### config.mk
export PLATFORM = sky130hd
export DESIGN_NAME = regfile_writeback
export DESIGN_NICKNAME = d
export VERILOG_FILES = /design/src/rtl/regfile_writeback.sv
export SDC_FILE = /design/constraint.sdc
export NUM_CORES = 1
export LEC_CHECK = 0
export BUFFER_PORTS_ARGS = -buffer_cell sky130_fd_sc_hd__buf_2
export CORE_UTILIZATION = 29
export DETAILED_ROUTE_END_ITERATION = 8
export HOLD_SLACK_MARGIN = 0.05
export SYNTH_ARGS = -nofsm -noshare
export SYNTH_HDL_FRONTEND = slang
export SYNTH_SLANG_ARGS = --single-unit
### constraint.sdc
create_clock -name clk -period 4.48 [get_ports clk]
set_clock_uncertainty 0.2 [all_clocks]
set_input_delay 0.448 -clock clk [delete_from_list [all_inputs] [get_ports clk]]
set_output_delay 0.448 -clock clk [all_outputs]
set_load 0.005 [all_outputs]
### src/rtl/regfile_writeback.sv
`default_nettype none
// ============================================================================
//  Module   : regfile_writeback
//  Purpose  : Register-file write-back arbiter. Merges in-order load returns
//             (tracked by a 4-deep load-tag FIFO) with ALU results buffered
//             through a one-entry skid register, and drives a registered
//             register-file write port. Loads always win the write port.
//  Revision : 1.0 - initial release
// ============================================================================
module regfile_writeback (
  input  logic        clk,
  input  logic        rst,
  input  logic        i_alu_valid,
  input  logic [4:0]  i_alu_dest,
  input  logic [31:0] i_alu_data,
  output logic        o_alu_ready,
  input  logic        i_mem_req_valid,
  input  logic [4:0]  i_mem_req_dest,
  input  logic        i_mem_resp_valid,
  input  logic [31:0] i_mem_resp_data,
  output logic        o_reg_we,
  output logic [4:0]  o_reg_waddr,
  output logic [31:0] o_reg_wdata,
  output logic [31:0] o_pending,
  output logic        o_load_full,
  output logic        o_protocol_err
);

  localparam logic [2:0] c_DEPTH    = 3'd4;
  localparam logic       c_ST_EMPTY = 1'b0;
  localparam logic       c_ST_HELD  = 1'b1;

  // Load-tag FIFO state
  logic [4:0]  r_tag [0:3];
  logic [1:0]  r_wptr;
  logic [1:0]  r_rptr;
  logic [2:0]  r_count;

  // Skid state
  logic        r_state;
  logic        w_state_nxt;
  logic [4:0]  r_skid_dest;
  logic [31:0] r_skid_data;

  // Write-port registers and sticky error
  logic        r_reg_we;
  logic [4:0]  r_reg_waddr;
  logic [31:0] r_reg_wdata;
  logic        r_protocol_err;

  // Combinational control
  logic        w_full;
  logic        w_pop;
  logic        w_push;
  logic [4:0]  w_head;
  logic        w_alu_acc;
  logic        w_skid_load;
  logic        w_wr_valid;
  logic [4:0]  w_wr_addr;
  logic [31:0] w_wr_data;
  logic [1:0]  w_off;
  logic [31:0] w_pending;

  // FIFO handshake: a pop frees a slot in the same cycle, so a full FIFO can still push
  always_comb begin
    w_full    = (r_count == c_DEPTH);
    w_pop     = i_mem_resp_valid && (r_count != 3'd0);
    w_push    = i_mem_req_valid && (!w_full || w_pop);
    w_head    = r_tag[r_rptr];
    w_alu_acc = i_alu_valid && o_alu_ready;
  end

  // Load-tag FIFO storage, pointers and occupancy
  always_ff @(posedge clk or posedge rst) begin
    if (rst) begin
      for (int i = 0; i < 4; i++) r_tag[i] <= 5'd0;
      r_wptr  <= 2'd0;
      r_rptr  <= 2'd0;
      r_count <= 3'd0;
    end else begin
      if (w_push) begin
        r_tag[r_wptr] <= i_mem_req_dest;
        r_wptr        <= r_wptr + 2'd1;
      end
      if (w_pop) r_rptr <= r_rptr + 2'd1;
      case ({w_push, w_pop})
        2'b10:   r_count <= r_count + 3'd1;
        2'b01:   r_count <= r_count - 3'd1;
        default: r_count <= r_count;
      endcase
    end
  end

  // Sticky protocol error: dropped push on full FIFO or response with nothing outstanding
  always_ff @(posedge clk or posedge rst) begin
    if (rst) begin
      r_protocol_err <= 1'b0;
    end else if ((i_mem_req_valid && !w_push) || (i_mem_resp_valid && (r_count == 3'd0))) begin
      r_protocol_err <= 1'b1;
    end
  end

  // Skid state register
  always_ff @(posedge clk or posedge rst) begin
    if (rst) r_state <= c_ST_EMPTY;
    else     r_state <= w_state_nxt;
  end

  // Skid next state: fill when an accepted ALU result loses to a load, drain when the port is free
  always_comb begin
    w_state_nxt = r_state;
    case (r_state)
      c_ST_EMPTY: if (w_alu_acc && w_pop) w_state_nxt = c_ST_HELD;
      c_ST_HELD:  if (!w_pop)             w_state_nxt = c_ST_EMPTY;
      default:    w_state_nxt = c_ST_EMPTY;
    endcase
  end

  // Skid outputs: ready depends on state only, never on this cycle's inputs
  always_comb begin
    o_alu_ready = (r_state == c_ST_EMPTY);
    w_skid_load = (r_state == c_ST_EMPTY) && w_alu_acc && w_pop;
  end

  // Skid payload capture
  always_ff @(posedge clk or posedge rst) begin
    if (rst) begin
      r_skid_dest <= 5'd0;
      r_skid_data <= 32'd0;
    end else if (w_skid_load) begin
      r_skid_dest <= i_alu_dest;
      r_skid_data <= i_alu_data;
    end
  end

  // Write-port source select: load response, then held skid entry, then direct ALU
  always_comb begin
    w_wr_valid = 1'b0;
    w_wr_addr  = 5'd0;
    w_wr_data  = 32'd0;
    if (w_pop) begin
      w_wr_valid = 1'b1;
      w_wr_addr  = w_head;
      w_wr_data  = i_mem_resp_data;
    end else if (r_state == c_ST_HELD) begin
      w_wr_valid = 1'b1;
      w_wr_addr  = r_skid_dest;
      w_wr_data  = r_skid_data;
    end else if (w_alu_acc) begin
      w_wr_valid = 1'b1;
      w_wr_addr  = i_alu_dest;
      w_wr_data  = i_alu_data;
    end
  end

  // Registered write port; register 0 consumes the source but never asserts write enable
  always_ff @(posedge clk or posedge rst) begin
    if (rst) begin
      r_reg_we    <= 1'b0;
      r_reg_waddr <= 5'd0;
      r_reg_wdata <= 32'd0;
    end else if (w_wr_valid) begin
      r_reg_we    <= (w_wr_addr != 5'd0);
      r_reg_waddr <= w_wr_addr;
      r_reg_wdata <= w_wr_data;
    end else begin
      r_reg_we    <= 1'b0;
    end
  end

  // Pending mask: a slot is live when its distance from the read pointer is below the count
  always_comb begin
    w_pending = 32'd0;
    w_off     = 2'd0;
    for (int i = 0; i < 4; i++) begin
      w_off = 2'(i) - r_rptr;
      if ({1'b0, w_off} < r_count) w_pending[r_tag[i]] = 1'b1;
    end
    w_pending[0] = 1'b0;
  end

  assign o_pending      = w_pending;
  assign o_load_full    = w_full;
  assign o_reg_we       = r_reg_we;
  assign o_reg_waddr    = r_reg_waddr;
  assign o_reg_wdata    = r_reg_wdata;
  assign o_protocol_err = r_protocol_err;

endmodule
`default_nettype wire

* After elaboration in Yosys (flattened, before gate mapping)
Index checks and enable logic that the tools add are counted.
** Storage, ports and cells
- Flip-flop bits (word level) :: 104
- Output and inout port bits :: 73
- Logic and storage cells :: 99
** Cells by class
- $add $sub $neg :: 8
- $lt $le $gt $ge :: 15
- Equality and inequality tests :: 3
- Multiplexer cells :: 32
- Bitwise gates (word level) :: 6
- Reduce and logical (&&, ||, !) cells :: 21
** Operators with widths (count)
- $mux W32 :: 7
- $or A32 B32 Y32 :: 3
- $mux W5 :: 6
- $lt A5 B6 Y1 const B :: 4
- $bwmux W20 :: 1
- $demux W1 S5 :: 4
- $ge A5 B1 Y1 const B :: 4
- $logic_and A1 B1 Y1 :: 13
- $lt A2 B3 Y1 :: 4
- $bmux W5 S2 :: 1
- $demux W5 S2 :: 1
- $mux W1 :: 10
- $ge A3 B3 Y1 const B :: 2
- $not A2 Y3 :: 2
- $pmux W3 S2 :: 1
- $reduce_bool A5 Y1 :: 1
- $add A2 B1 Y2 const B :: 2
- $sub A1 B2 Y2 const A :: 2
- $sub A2 B2 Y2 const A :: 2
- $add A3 B1 Y3 const B :: 1
- $eq A3 B3 Y1 const B :: 1
- $logic_not A3 Y1 :: 1
- $lt A3 B1 Y1 const B :: 1
- $reduce_bool A3 Y1 :: 1
- other kinds (8) :: 10

* Longest topological paths before layout
Gate-level depths: netlist (run 1).
- Depth in word-level cells :: 11
- Depth in mapped cells :: 11
- Gate-level depth less buffers :: 10

* Worst setup path after synthesis (run 1)
No wires, ideal clock.
- Path kind :: reg-to-output
- Start :: register r_rptr[1]
- End :: output port o_pending[16]
- Arrival :: 2.056 ns
- Data required time :: 3.832 ns
- Path slack :: 1.776 ns
- Stages on the path, launching flop included :: 9
- Buffers on the path :: 1
- Path through :: dfrtp_1 -> clkbuf_1 -> xor2_1 -> inv_1 -> ha_1 -> a21oi_4 -> o21ai_2 -> or4_1 -> o311ai_1
** Between the ends
- Longest elaborated chain between the ends :: 9
** RTL lines
- start, declared :: line 36 : logic [1:0] r_rptr;
- start signal, assigned :: line 85 : if (w_pop) r_rptr <= r_rptr + 2'd1;
- $sub A1 B2 Y2 :: line 176 : w_off = 2'(i) - r_rptr;
- $lt A2 B3 Y1 :: line 177 : if ({1'b0, w_off} < r_count) w_pending[r_tag[i]] = 1'b1;
- $mux W32 :: line 177
- $or A32 B32 Y32 (no source line)
- $mux W32 :: line 177
- $or A32 B32 Y32 (no source line)
- $mux W32 :: line 177
- $or A32 B32 Y32 (no source line)
- $mux W32 * :: line 177
- end, declared :: line 24 : output logic [31:0] o_pending,
Mark *: on every way between the ends. The rest lies on a longest branch, timed or not.

* Final worst setup path (run 1)
- Start :: register r_rptr[0]
- End :: output port o_pending[16]
The elaborated chain is that of the path after synthesis.

==> metrics.txt, run 1 <==
run status=complete, no violations; worst min path class=primary input to asynchronous set/reset pin; EDFF count, synth=0; largest net degree at the start of global routing=67; crit-path max FO=11; vias in the first global route=5196; asr flop ratio synth=1.00; post-synthesis simple-gate area fraction=0.137; largest area contributor in the netlist=dfrtp_1; width of the die=146 µm; Post-Synthesis Cells=575; RD Place Congestion=0.976; slowest library cell on the worst path=dfrtp_1; post-CTS sizing=0; Vias per Instance=5.48; mux contribution to synthesized area=0.126; RSZ-0062 raised after global routing=false; CP Launch Type=register; peak supply drop=0.000234 V; DP Cell Count=953; worst path bufs/invs=2; Finish-stage setup viols=0; min cycle time layout=3.44 ns; Clock Root Buffer=clkbuf_16; Syn Area/Cell=10.4 µm²; CTS tree=yes; Initial Util=0.296; final core occ=0.356; Remaining Overflow, GRT=0; Post-Synth Adder-Cell Area=0.0221; H-tree depth=3; I/O pin cnt=152; post-DP HPWL=12.8 mm; Clock Tree Buf Depth=2; Total Nets Final=783; Req. time, crit path=3.83 ns; top cell type's share of synthesized area=0.434; die span in y=146 µm; crit path DAT=2.79 ns; syn_nets=664; WL final=18.1 mm; TritonRoute pass-1 iters=5; relative slew slack=0.366; share of post-route cells with drive strength above 1=0.359; CTS Sinks=104; reg2reg start=r_count[2]; power per cell area=718 mW/mm²; ranking of synthesized cells by area=dfrtp_1 43%, mux2_2 11%, a221o_1 7.7%; Slew Viols, Final=0; port buffer count=150; Final period util=0.768; initial antenna violation count=2; Skew-Pair Late Insertion Delay=0.34 ns; Avg WL per Cell=18.7 µm; antenna viol nets, final=0; Max stage delay on crit path=0.64 ns; Post-CTS Repair Setup Buffers=0; Area Growth Syn to Fin=20.0%; Ys Warns=0; Num CTS Buffers=9; post-synthesis compound-gate area fraction=0.216; worst slew pin tran=0.948 ns; Pleak=0.00333 µW; Rows=52; element type at the critical path end=output pin; Setup TNS Final=0 ns; ys flop type=dfrtp_1; total number of vias=5317; synth unique cells=60; area of the core=0.0202 mm²; share of the yosys chip area belonging to registers=0.434; Max Clock Freq=291 MHz; Crit path max-delay family=flip-flops; # DRC=0; # hold bufs at CTS=0; final hold violation count=0; sequence of cells on the critical path=xor2_1 > inv_1 > ha_1 > a21oi_4 > o21ai_2 > or4_1 > o311ai_1 > buf_2; crit path kind=register to output pin; Die ar.=0.0213 mm²; first-pass GRT wire length=29.0 mm; Total GRT Usage=0.173; Clock Pin Slew Worst Setup and Hold Paths=0.08 ns; Synth Area in XOR/XNOR=0.0102; CP startpoint=r_rptr[0]; largest family of logic cells by synthesized area=compound AO/OA/AOI/OAI gates; synthesized area=0.00600 mm²; DR iter-0 viols=426; max-cap viol count=0; Non-Filler Instances=971; register bit total from synthesis=104
synth_stat cells, drive strengths merged (5+ instances only):
cell type and count:
a211o 8, a21oi 23, a221o 46, a22oi 21, a311o 5, and3 18
buf 19, clkbuf 28, dfrtp 104, ha 9, inv 21, mux2 57
mux4 5, nand2 28, nand2b 7, nand3 5, nand3b 6, nor2 61
nor3 11, o211ai 7, o21ai 8, o22ai 18, o32ai 9
placed cells by master (no fill, tap or decap), types with 8 or more instances in the layout:
master,n
mux2_2,57
nand2_1,27
nor2_1,61
o22ai_1,18
a22oi_1,21
dfrtp_1,104
a21oi_1,21
buf_2,150
inv_1,20
o32ai_1,9
and3_1,18
a211o_1,8
nor3_1,10
a221o_1,46
clkbuf_16,9
ha_1,9
state kept, by name (all words and copies together) (netlist names):
name,flops
o_protocol_err,1
o_reg_waddr,5
o_reg_wdata,32
o_reg_we,1
r_count,3
r_rptr,2
r_skid_data,32
r_skid_dest,5
r_state,1
r_tag,20
r_wptr,2
cell families after synthesis:
| logic type | count (synthesis) |
|---|---|
| compound gates | 161 |
| fa+ha+maj | 10 |
| mux | 62 |
| other cells | 1 |
| flops | 104 |
| buf+inv | 68 |
| xor+xnor | 7 |
| simple gates | 162 |
per-stage QoR:
stage | power (µW) | hold WS [ns] | worst slack [ns] | cell area [µm²]
floorplan | 3500 | 0.267 | 1.10 | 6000
global placement | 4330 | 0.256 | 1.42 | 6880
detailed placement | 4320 | 0.258 | 1.41 | 6880
CTS | 5160 | 0.0877 | 1.01 | 7190
global route | 5530 | 0.117 | 0.831 | 7190
finish | 5160 | 0.0546 | 1.04 | 7200
final timing paths:
check	to	slack [ns]	cells after the start
worst max register to register	o_reg_wdata[24]	1.58	5
min in group clk	o_reg_wdata[5]	0.13	2
worst min register to register	o_reg_waddr[3]	0.27	2
max in group asynchronous	o_reg_wdata[25]	2.97	3
worst max-delay path	o_pending[16]	1.04	8
worst min-delay path	r_state	0.05	2
area by class of cell:
| type | count | area, µm² |
|---|---|---|
| Inverter | 21 | 81.3 |
| Antenna cell | 2 | 5.00 |
| Timing Repair Buffer | 155 | 788 |
| Clock inverter | 5 | 63.8 |
| Sequential cell | 104 | 2600 |
| Fill cell | 2105 | 13000 |
| Tap cell | 270 | 338 |
| Clock buffer | 11 | 243 |
| Multi-Input combinational cell | 403 | 3070 |
where the power goes:
group / leakage (µW) / switching (µW) / internal [µW] / total [µW]
Sequential: 0.00124 / 555 / 1370 / 1920
Clock: 0.000146 / 357 / 453 / 810
Combinational: 0.00194 / 1300 / 1130 / 2430
per-layer routing:
| layer | vias up | wire (µm) | share of wire | GRT usage |
|---|---|---|---|---|
| met3 | 50 | 1500 | 0.083 | 0.0335 |
| met5 | - | 0 | 0 | 0 |
| li1 | 2417 | - | - | - |
| met2 | 336 | 7870 | 0.43 | 0.259 |
| met1 | 2514 | 8070 | 0.45 | 0.238 |
| met4 | 0 | 673 | 0.037 | 0.0821 |
worst register-to-register path: cells and delay by family, from the launching register on:
family	cells	cell delay (ns)
compound gates	2	0.84
buf+inv	2	0.92
flops	1	0.72
simple gates	1	0.09
(Power assumes the default switching activity.)
==> run 2, diff against run 1 <==
- ABC_AREA: not set -> 1
- clock period: 4.48 -> 3 ns (I/O delays scaled with it)
==> metrics.txt, run 2 <==
run status=complete, no violations; relative slew slack=0.474 (+0.108); synthesized area=0.00629 mm² (+5.0%); min cycle time layout=2.80 ns; post-synthesis compound-gate area fraction=0.106 (-0.111); top cell type's share of synthesized area=0.414 (-0.0205); Initial Util=0.298 (+0.00120); Post-Synth Adder-Cell Area=0.0211 (-0.00105); ranking of synthesized cells by area=dfrtp_1 41%, nand2_1 18%, nand3_1 9.9%; worst min path class=primary input to register; Req. time, crit path=2.50 ns (-1.33 ns); power per cell area=904 mW/mm² (+26%); worst-case reg-to-reg path depth=9 (+4); area of the core=0.0212 mm² (+4.5%); Synth Area in XOR/XNOR=0.00557 (-0.00466); largest area contributor in the netlist=dfrtp_1; most frequent cell after synthesis=nand2_1; Clock Tree Buf Depth=2 (unchanged); DR iter-0 viols=318 (-25%); Final Hold Slack=0.0615 ns (+0.00692 ns); element type at the critical path end=output pin; syn_nets=1001 (+51%); CTS Sinks=104 (unchanged); share of the yosys chip area belonging to registers=0.414 (-0.0205); worst slew pin tran=0.787 ns (-0.161 ns); asr flop ratio synth=1.00 (unchanged); mux contribution to synthesized area=0 (-0.126); Post-Synthesis Cells=912 (+59%); vias in the first global route=6543 (+26%); Pleak=0.00425 µW (+28%); commonest non-fill, non-tap cell in the layout=nand2_1; Finish-stage setup viols=0 (unchanged); Filler cells=2223 (+5.6%); port buffer count=150 (unchanged); Rows=53 (+1.9%); crit path DAT=2.30 ns (-0.49 ns); Clock Root Buffer=clkbuf_16; Syn Area/Cell=6.90 µm² (-34%); die span in y=149 µm (+2.4%); Clock Pin Slew Worst Setup and Hold Paths=0.07 ns (about the same); ys flop type=dfrtp_1; Synth top cells by count=302 x nand2_1, 124 x nand3_1, 104 x dfrtp_1; initial antenna violation count=0 (-2); final hold violation count=0 (unchanged); crit path kind=register to output pin; H-tree depth=3 (unchanged); CP Launch Type=register; CTS tree=yes; peak supply drop=0.000324 V (+38%); Total Nets Final=1208 (+54%); Vias per Instance=4.80 (-12%); Avg WL per Cell=14.7 µm (-21%); Final period util=0.932; post-synthesis simple-gate area fraction=0.371 (+0.234); final core occ=0.397 (+0.0416); diode count=0 (-2); antenna viol nets, final=0 (unchanged); Die ar.=0.0223 mm² (+4.9%); Num CTS Buffers=9 (unchanged); Total GRT Usage=0.188 (+0.0158); RD Place Congestion=0.893 (-8.5%); TritonRoute pass-1 iters=5 (unchanged); first-pass GRT wire length=33.4 mm (+15%); Hold Crit Depth=3; share of post-route cells with drive strength above 1=0.184 (-0.175); Skew-Pair Late Insertion Delay=0.34 ns (about the same); synth unique cells=29 (-52%); Area Growth Syn to Fin=33.5%; total number of vias=6718 (+26%); most frequent cells in the layout=302 x nand2_1, 150 x buf_2, 124 x nand3_1; Remaining Overflow, GRT=0 (unchanged); # DRC=0 (unchanged); Slew Viols, Final=0 (unchanged); max-cap viol count=0 (unchanged); width of the die=149 µm (+2.4%); I/O pin cnt=152 (unchanged); largest net degree at the start of global routing=52 (-22%); Ys Warns=0 (unchanged); WL final=20.6 mm (+14%); largest family of logic cells by synthesized area=simple AND/OR/NAND/NOR gates; EDFF count, synth=0 (unchanged); Max Clock Freq=358 MHz; register bit total from synthesis=104 (unchanged); crit-path max FO=9 (-2); post-DP HPWL=14.4 mm (+13%)
## run 2: cell families (layout without fill, tap and decap cells)
family,count (synthesis),after routing
AOI/OAI and AO/OA,130,130
xor gates and xnor gates,4,4
adders and majority gates,10,10
buffers and inverters,124,336
DFF,104,104
other,1,1
and+or+nand+nor,539,539
## run 2: stage by stage
stage | TNS [ns] | power (µW) | setup WS, ns | area, µm² | std cells
CTS | 0 | 7490 | 0.00393 | 8340 | 1395
global placement | 0 | 6030 | 0.458 | 7290 | 1308
detailed placement | 0 | 6070 | 0.374 | 7290 | 1308
finish | 0 | 7600 | 0.203 | 8400 | 1399
floorplan | 0 | 4830 | 0.834 | 6300 | 912
global route | -0.000278 | 8230 | -0.000278 | 8400 | 1399
## run 2: metal layers
metal  part of all wire  vias to the layer above  GRT usage
li1                   -                     3371          -
met1               0.45                     3098      0.244
met2               0.47                      229      0.322
met3              0.064                       20     0.0303
met4              0.017                        0     0.0536
met5                  0                        -          0
## run 2: power breakdown
group / internal, µW / total, µW / switching (µW)
logic: 1290 / 3660 / 2360
clock network: 802 / 1320 / 521
registers: 2000 / 2620 / 613
total: 4100 / 7600 / 3500
## run 2: worst max-delay path, cell delays in order (launching register included)
cell	delay [ns]
dfrtp_2	0.47
inv_4	0.11
nand2_1	0.09
nand2_1	0.12
inv_1	0.06
ha_1	0.26
nand3_1	0.12
nand2_4	0.11
nor3_4	0.31
nand2_1	0.10
nand3_1	0.09
buf_2	0.11
## run 2: timing repair
action                                  in CTS  in global routing
setup buffers                                0                  4
endpoints found under the setup margin       3                 30
gates resized for setup                      1                 10
pin swaps                                    0                  2
hold endpoints to repair                   103                  0
hold buffers                                71                  0
## run 2: final timing paths
path	startpoint	endpoint	slack, ns
max reg2reg	r_count[0]	r_count[2]	0.63
max in group asynchronous	rst	o_reg_we	1.39
min in group asynchronous	rst	r_skid_data[28]	0.45
max	r_rptr[0]	o_pending[28]	0.20
min reg2reg	r_skid_dest[2]	r_skid_dest[2]	0.27
min	i_mem_req_dest[2]	r_tag[7]	0.06
## run 2: area by class of cell
type                            count  area (µm²)  area share
Multi-Input combinational cell    684        3200       0.381
Sequential cell                   104        2610       0.310
Clock buffer                       14         274      0.0326
Inverter                           85         328      0.0390
Clock inverter                      2        60.1     0.00715
Timing Repair Buffer              235        1590       0.189
Tap cell                          275         344      0.0409
==> run 3, diff against run 2 <==
- ABC_CLOCK_PERIOD_IN_PS: not set -> 3000
- GPL_TIMING_DRIVEN: not set -> 0
==> metrics.txt, run 3 (same netlist as run 2, synthesis figures left out) <==
Clock Root Buffer=clkbuf_16; vias in the first global route=6591 (+0.73%); final hold violation count=0 (unchanged); final core occ=0.402 (+0.00515); Setup TNS Final=0 ns (unchanged); Initial Util=0.298 (unchanged); element type at the critical path end=output pin; CTS Sinks=104 (unchanged); min cycle time layout=2.86 ns (+0.0598 ns); RSZ-0062 raised after global routing=false; Rows=53 (unchanged); DR iter-0 viols=415 (+31%); Clock Tree Buf Depth=2 (unchanged); Vias per Instance=4.77 (-0.70%); met2 Use GR=0.334 (+0.0128); Pleak=0.00432 µW (+1.5%); max-cap viol count=0 (unchanged); Finish-stage setup viols=0 (unchanged); Skew-Pair Late Insertion Delay=0.34 ns (about the same); Max Clock Freq=350 MHz (-2.1%); met1 Track Usage GR=0.260 (+0.0156); run status=complete, no violations; crit path DAT=2.36 ns (+0.06 ns); share of post-route cells with drive strength above 1=0.195 (+0.0108); initial antenna violation count=0 (unchanged); worst min path class=primary input to register; peak supply drop=0.000323 V (-0.41%); Final period util=0.952 (+0.0199); port buffer count=150 (unchanged); WL final=21.7 mm (+5.0%); Slew Viols, Final=0 (unchanged); relative slew slack=0.476 (+0.00231); crit-path max FO=8 (-1); Req. time, crit path=2.50 ns (about the same); most frequent cells in the layout=301 x nand2_1, 167 x buf_2, 124 x nand3_1; slowest library cell on the worst path=dfrtp_1; largest net degree at the start of global routing=37 (-29%); H-tree depth=3 (unchanged); Avg WL per Cell=15.2 µm (+2.8%); # DRC=0 (unchanged); CTS tree=yes; Clock Pin Slew Worst Setup and Hold Paths=0.07 ns (about the same); diode count=0 (unchanged); area of the core=0.0212 mm² (unchanged); TritonRoute pass-1 iters=5 (unchanged); worst slew pin tran=0.784 ns (-0.00345 ns); Total Nets Final=1238 (+2.5%); Remaining Overflow, GRT=0 (unchanged); Area Growth Syn to Fin=35.2%; Num CTS Buffers=9 (unchanged); sequential cell area=0.00260 mm² (about the same); die span in y=149 µm (unchanged); RD Place Congestion=0.926 (+3.7%); CP Launch Type=register; power per cell area=909 mW/mm² (+0.51%); I/O pin cnt=152 (unchanged); area of the multi-input gates=0.00321 mm² (+0.31%); Worst R2R Setup Slack=0.52 ns (-0.11 ns); Die ar.=0.0223 mm² (unchanged); first-pass GRT wire length=35.0 mm (+4.9%); layer with the highest usage=met2; Max stage delay on crit path=0.43 ns (-0.04 ns); crit path kind=register to output pin; antenna viol nets, final=0 (unchanged); grt met3 use=0.0425 (+0.0122); post-DP HPWL=15.7 mm (+9.3%); Total GRT Usage=0.201 (+0.0125); total number of vias=6814 (+1.4%); width of the die=149 µm (unchanged); sequence of cells on the critical path=inv_2 > nand2_1 > nand2_2 > ha_1 > nand3_1 > nand2_2 > nor3_4 > nand2_1 > nand3_1 > buf_2; Filler cells=2213 (-0.45%); commonest non-fill, non-tap cell in the layout=nand2_1
## run 3: cell types whose count changed in the layout (fill, tap and decap cells not counted), sizes merged
cell | before | now
clkinv | 0 | 1
clkbuf | 14 | 23
bufinv | 2 | 1
buf | 164 | 185
dlygate4sd3 | 71 | 69
inv | 84 | 85
clkinvlp | 1 | 2
## run 3: per-stage QoR
stage / area (µm²) / setup WS, ns / power [µW] / hold slack [ns] / cells
2_1_floorplan: 6300 / 0.834 / 4830 / 0.233 / 912
3_5_place_dp: 7430 / 0.0857 / 6270 / 0.249 / 1339
5_1_grt: 8510 / 0.00227 / 8380 / 0.0531 / 1429
3_3_place_gp: 7390 / 0.0886 / 6220 / 0.253 / 1337
4_1_cts: 8480 / 0.0241 / 7680 / 0.0527 / 1426
6_report: 8510 / 0.144 / 7730 / 0.0527 / 1429
## run 3: final timing paths
check / startpoint / endpoint / depth (start not counted)
min in group asynchronous: rst / o_reg_wdata[29] / 3
min: i_alu_data[28] / r_skid_data[28] / 3
max reg2reg: r_count[0] / r_count[2] / 9
min reg2reg: o_protocol_err / o_protocol_err / 1
max: r_rptr[0] / o_pending[29] / 10
max in group asynchronous: rst / r_skid_data[4] / 5
## run 3: per-layer routing
| layer | wire length (µm) | up-vias | part of all wire |
|---|---|---|---|
| li1 | - | 3426 | - |
| met1 | 9590 | 3130 | 0.44 |
| met2 | 10100 | 227 | 0.47 |
| met3 | 1470 | 31 | 0.068 |
| met4 | 493 | 0 | 0.023 |
| met5 | 0 | - | 0 |
## run 3: final cells by class
cell class	count	area share
multi-input combinational	684	0.377
sequential	104	0.306
timing repair buffer	226	0.178
tap	275	0.0404
inverter	85	0.0382
clock buffer	12	0.0301
buffer	39	0.0237
clock inverter	4	0.00603
## run 3: what timing repair did
action	in CTS	in global routing
hold endpoints to repair	101	0
endpoints found under the setup margin	29	29
gates resized for setup	9	3
hold buffers	69	0
cloned	0	0
pin swaps	1	0
setup buffers	2	3
## run 3: worst max-delay path: cells and delay by family (launching register included)
family,cells,cell delay [ns]
simple gates,7,1.09
flops,1,0.43
fa+ha+maj,1,0.27
buf+inv,2,0.21
## run 3: power breakdown
group | internal, µW | switching, µW
combinational | 1380 | 2600
sequential | 2000 | 529
clock | 695 | 526
